$ cat src/rtl/spi_master_ctrl.sv
// rtl/spi_master_ctrl.sv - SPI mode-0 master, one 1..MAX_WIDTH-bit transfer per request
module spi_master_ctrl #(
    parameter int MAX_WIDTH = 8,
    parameter int CLK_DIV   = 4
) (
    input  logic                           clk,
    input  logic                           rst_n,
    input  logic                           start,
    input  logic [$clog2(MAX_WIDTH+1)-1:0] len,
    input  logic [MAX_WIDTH-1:0]           tx_data,
    output logic                           busy,
    output logic                           done,
    output logic [MAX_WIDTH-1:0]           rx_data,
    output logic                           spi_clk,
    output logic                           spi_mosi,
    input  logic                           spi_miso,
    output logic                           spi_cs
);

    localparam int LW = $clog2(MAX_WIDTH + 1);
    localparam int DW = (CLK_DIV > 1) ? $clog2(CLK_DIV) : 1;

    localparam logic [2:0] S_IDLE  = 3'd0;
    localparam logic [2:0] S_SETUP = 3'd1;
    localparam logic [2:0] S_HIGH  = 3'd2;
    localparam logic [2:0] S_LOW   = 3'd3;
    localparam logic [2:0] S_HOLD  = 3'd4;
    localparam logic [2:0] S_GAP   = 3'd5;

    logic [2:0]           state;
    logic [2:0]           state_nxt;
    logic [DW-1:0]        div_cnt;
    logic [LW-1:0]        bit_cnt;
    logic [LW-1:0]        len_q;
    logic [MAX_WIDTH-1:0] tx_sh;
    logic [MAX_WIDTH-1:0] rx_sh;
    logic                 phase_end;
    logic                 accept;
    logic                 nxt_cs_active;

    assign phase_end = (div_cnt == DW'(CLK_DIV - 1));
    assign accept    = (state == S_IDLE) && start && (len != '0) && (len <= LW'(MAX_WIDTH));
    assign busy      = (state != S_IDLE);
    // MOSI is only driven while selected; it parks at 0 in GAP and IDLE.
    assign spi_mosi  = ~spi_cs & tx_sh[MAX_WIDTH-1];

    assign nxt_cs_active = (state_nxt == S_SETUP) || (state_nxt == S_HIGH) ||
                           (state_nxt == S_LOW)   || (state_nxt == S_HOLD);

    // Next-state: every non-idle phase lasts CLK_DIV cycles; the last bit still
    // gets its trailing low half-period before HOLD.
    always_comb begin
        state_nxt = state;
        case (state)
            S_IDLE:  if (accept)    state_nxt = S_SETUP;
            S_SETUP: if (phase_end) state_nxt = S_HIGH;
            S_HIGH:  if (phase_end) state_nxt = S_LOW;
            S_LOW:   if (phase_end) state_nxt = (bit_cnt < len_q) ? S_HIGH : S_HOLD;
            S_HOLD:  if (phase_end) state_nxt = S_GAP;
            S_GAP:   if (phase_end) state_nxt = S_IDLE;
            default:                state_nxt = S_IDLE;
        endcase
    end

    // State register and per-phase divider; divider restarts on every phase change.
    always_ff @(posedge clk or negedge rst_n) begin
        if (!rst_n) begin
            state   <= S_IDLE;
            div_cnt <= '0;
        end else begin
            state <= state_nxt;
            if (state == S_IDLE || phase_end) begin
                div_cnt <= '0;
            end else begin
                div_cnt <= div_cnt + DW'(1);
            end
        end
    end

    // Datapath: load at accept, sample MISO at the edge ending HIGH, publish at HOLD end.
    always_ff @(posedge clk or negedge rst_n) begin
        if (!rst_n) begin
            bit_cnt <= '0;
            len_q   <= '0;
            tx_sh   <= '0;
            rx_sh   <= '0;
            rx_data <= '0;
            done    <= 1'b0;
        end else begin
            done <= 1'b0;
            if (accept) begin
                len_q   <= len;
                bit_cnt <= '0;
                tx_sh   <= tx_data << (LW'(MAX_WIDTH) - len);
                rx_sh   <= '0;
            end
            if (state == S_HIGH && phase_end) begin
                rx_sh   <= MAX_WIDTH'({rx_sh, spi_miso});
                bit_cnt <= bit_cnt + LW'(1);
                // Keep the last bit on MOSI through HOLD instead of shifting past it.
                if ((bit_cnt + LW'(1)) < len_q) begin
                    tx_sh <= tx_sh << 1;
                end
            end
            if (state == S_HOLD && phase_end) begin
                done    <= 1'b1;
                rx_data <= rx_sh;
            end
        end
    end

    // Registered pin drivers decoded from the next state, so spi_clk/spi_cs are glitch-free.
    always_ff @(posedge clk or negedge rst_n) begin
        if (!rst_n) begin
            spi_cs  <= 1'b1;
            spi_clk <= 1'b0;
        end else begin
            spi_cs  <= ~nxt_cs_active;
            spi_clk <= (state_nxt == S_HIGH);
        end
    end

endmodule

$ cat config.mk
export PLATFORM = sky130hd
export DESIGN_NAME = spi_master_ctrl
export DESIGN_NICKNAME = d
export VERILOG_FILES = /design/src/rtl/spi_master_ctrl.sv
export SDC_FILE = /design/constraint.sdc
export NUM_CORES = 1
export LEC_CHECK = 0
export BUFFER_PORTS_ARGS = -buffer_cell sky130_fd_sc_hd__buf_2
export CELL_PAD_IN_SITES_DETAIL_PLACEMENT = 1
export CELL_PAD_IN_SITES_GLOBAL_PLACEMENT = 2
export CORE_AREA = 2 2 76 78
export DETAILED_ROUTE_END_ITERATION = 7
export DIE_AREA = 0 0 78 80
export GPL_TIMING_DRIVEN = 0
export PLACE_DENSITY = 0.84
export SYNTH_ARGS = -nofsm -noshare
export SYNTH_HDL_FRONTEND = slang
export SYNTH_SLANG_ARGS = --single-unit
$ cat constraint.sdc
create_clock -name clk -period 3.1 [get_ports clk]
set_input_delay 0.62 -clock clk [delete_from_list [all_inputs] [get_ports clk]]
set_output_delay 0.62 -clock clk [all_outputs]
set_load 0.005 [all_outputs]
==> results by group <==
Synthesis
  • Ys flop type: dfrtp_1
  • Synth Area in XOR/XNOR: 2.00%
  • Number of flops mapped to enable cells by yosys: 0
  • Async SR Flop Fraction: 100%
  • Yosys top cell area share: 46.0%
  • Synthesis-stage register bit count: 40
  • Syn. warnings: 0
  • Compound-Gate Fraction of Synth Area: 16.7%
  • Unique masters post-synth: 43
  • Synth area leader: dfrtp_1
  • Seq/Total Area, Yosys: 47.2%
  • Syn Inst Count: 195
  • Simple-gate share of the synthesized area: 12.8%
  • Post-Synth Adder-Cell Area: 5.30%
  • Net Count, Synth: 220
  • Largest family of logic cells by synthesized area: compound AO/OA/AOI/OAI gates
  • Dominant cells by area after synthesis: dfrtp_1 46%, mux2_2 5.8%, ha_1 5.3%
  • Mux contribution to synthesized area: 10.8%
  • Syn Area/Cell: 10.9 um2
  • Mapped Area: 2120 um2

Global route
  • Gr usage total: 15.5%
  • Initial antenna violation count: 0
  • Total congestion overflow: 0
  • First-pass GRT wire length: 7580 um
  • Largest net degree at the start of global routing: 41
  • Number of global-route vias before repair: 1,559

Route
  • Vias per cell: 5.19
  • Post-route DRC: 0
  • Drt total wl: 4270 um
  • DR vias: 1,572
  • Iteration-0 DRC Markers: 54
  • Wirelength per Cell: 14.1 um
  • 1st-pass router iterations: 4
  • Final ANT Viol Nets: 0

Critical path
  • RR Endpoint: tx_sh[7]
  • Reg2Reg Depth: 7
  • RR Startpoint: bit_cnt[0]
  • Max Fanout on Critical Path: 10
  • Critical path launch point type: primary input
  • WP data arrival: 2.39 ns
  • Setup crit end kind: register
  • Crit Path Class: in2reg
  • Worst Path Required: 3.28 ns
  • Setup slack, reg-to-reg: 1.07 ns

Outcome
  • Status: completed

Floorplanning
  • CORE AREA: 5410 um2
  • Row cnt: 27
  • Top Ports: 29
  • Die width: 78 um
  • Die area: 6240 um2
  • Starting Density: 39.3%
  • Height of the die: 80 um

Cells and area
  • ANT cells: 0
  • Layout area overhead: 16.3%
  • Final nets: 255
  • Core Util, Final: 45.7%
  • Share of layout cells above drive strength 1: 30.3%

Clock network
  • Worst skew pair latency: 0.29 ns
  • Hold-fix buffers at CTS: 0
  • H-tree levels: 2
  • Clock sinks: 40
  • CTS buffer count: 5
  • CTS root buffer: clkbuf_8
  • Post_cts resized: 0
  • TritonCTS clock tree: built
  • CTS Buffer Depth: 2
  • Post-CTS Setup Inserts: 0
  • Reg clk slew, reported paths: 0.08 ns

Timing
  • Skew final: 0.00481 ns
  • Period minus WS final: 2.21 ns
  • RSZ-0062 raised after global routing: false
  • Final setup viols: 0
  • Max-slew headroom: 41.5%
  • FMAX: 0.453 GHz
  • Worst Max-Slew Pin Slew: 0.878 ns
  • Setup TNS: 0 ns
  • Hold Fails Final Rpt: 0
  • Final Max Slew Viols: 0
  • Period Utilization, post-route: 71.2%

Power
  • Static Leak: 0.00120 uW
  • Final Power: 1780 uW
  • Cell Pwr Density: 720 nW/um2
  • Max VDD drop: 0.000221 V

Min path
  • Worst hold path type: in2async

Placement
  • Port Buffers: 28
  • DP Wirelength: 3200 um
  • GPL Wtd Cong: 0.751

Flow run
  • Max cap viols: 0
[through the flow]
stage               setup WS [ns]  cells  area [um2]  hold WS [ns]
floorplan                   0.912    195        2120         0.324
global placement            0.633    295        2350         0.432
detailed placement          0.606    295        2350         0.449
CTS                         0.912    303        2470         0.456
global route                0.760    303        2470         0.484
finish                      0.891    303        2470         0.443
[flip-flops by register name, indices dropped and copies added, names as in the netlist, 2 cells and up]
signal,cells
rx_sh,8
div_cnt,2
len_q,4
tx_sh,8
state,3
bit_cnt,4
rx_data,8
[worst max-delay path: stages]
cell and delay [ns]:
buf_2 0.08, buf_2 0.21, inv_1 0.13, ha_1 0.29
buf_4 0.18, mux2_2 0.36, nand2_1 0.06, o21ai_0 0.07
a21oi_1 0.26, o22ai_1 0.11
[placed cells by master (no fill, tap or decap), drive strengths merged, types with 2 or more instances in the layout]
cell	instances
a22o	10
nor3	3
clkbuf	5
a211oi	2
nand2	22
nand2b	3
o21a	4
nor2	13
ha	9
nor2b	3
buf	38
a32oi	3
mux2	11
xor2	2
and3	3
o21ai	9
a31oi	2
inv	8
mux4	2
mux2i	6
xnor2	2
a21o	2
o22ai	3
nand3	4
dfrtp	39
a21oi	10
o211ai	2
[synth_stat cells, types with 3 or more instances]
cell type  count
a21oi_1        8
a22o_1        10
a32oi_1        3
and3_1         3
buf_2          4
buf_6          5
dfrtp_1       39
ha_1           9
inv_1          7
mux2_2        11
mux2i_1        6
nand2_1       21
nand2b_1       3
nand3_1        4
nor2_1        13
o21a_1         4
o21ai_0        7
o22ai_1        3
[worst max-delay path by stage]
| stage | from | endpoint | slack, ns |
|---|---|---|---|
| after global routing | len[0] | tx_sh[5] | 0.76 |
| after CTS | len[0] | tx_sh[5] | 0.91 |
| after detailed placement | len[0] | tx_sh[3] | 0.61 |
| after global placement | len[0] | tx_sh[7] | 0.63 |
| final | len[0] | tx_sh[5] | 0.89 |
| after floorplan | len[0] | tx_sh[7] | 0.91 |
[cell families (layout without fill, tap and decap cells)]
group / count (synthesis) / in the layout
compound gates: 50 / 50
xor+xnor: 4 / 4
fa+ha+maj: 9 / 9
buf+inv: 17 / 53
flops: 40 / 40
mux: 19 / 19
simple gates: 56 / 56
[metal layers]
metal / GRT usage, % / vias to the layer above / routed length [um]
li1: - / 771 / -
met1: 20.8 / 762 / 2170
met2: 25.3 / 34 / 1900
met3: 2.38 / 5 / 129
met4: 6.32 / 0 / 73
met5: 0 / - / 0
[final cells by class]
cell class                 count  area [um2]
tap                           72        90.1
multi-input combinational    138        1010
timing repair buffer          28         140
buffer                        10        83.8
fill                         634        2940
sequential                    40        1000
clock inverter                 3        46.3
inverter                       7        26.3
clock buffer                   5        68.8
[power by group]
| part | internal [uW] | total (uW) | switching (uW) |
|---|---|---|---|
| logic | 288 | 610 | 322 |
| registers | 652 | 731 | 78.5 |
| clock network | 242 | 436 | 194 |
| total | 1180 | 1780 | 594 |
Note: power is estimated with default switching activity, not from simulation.
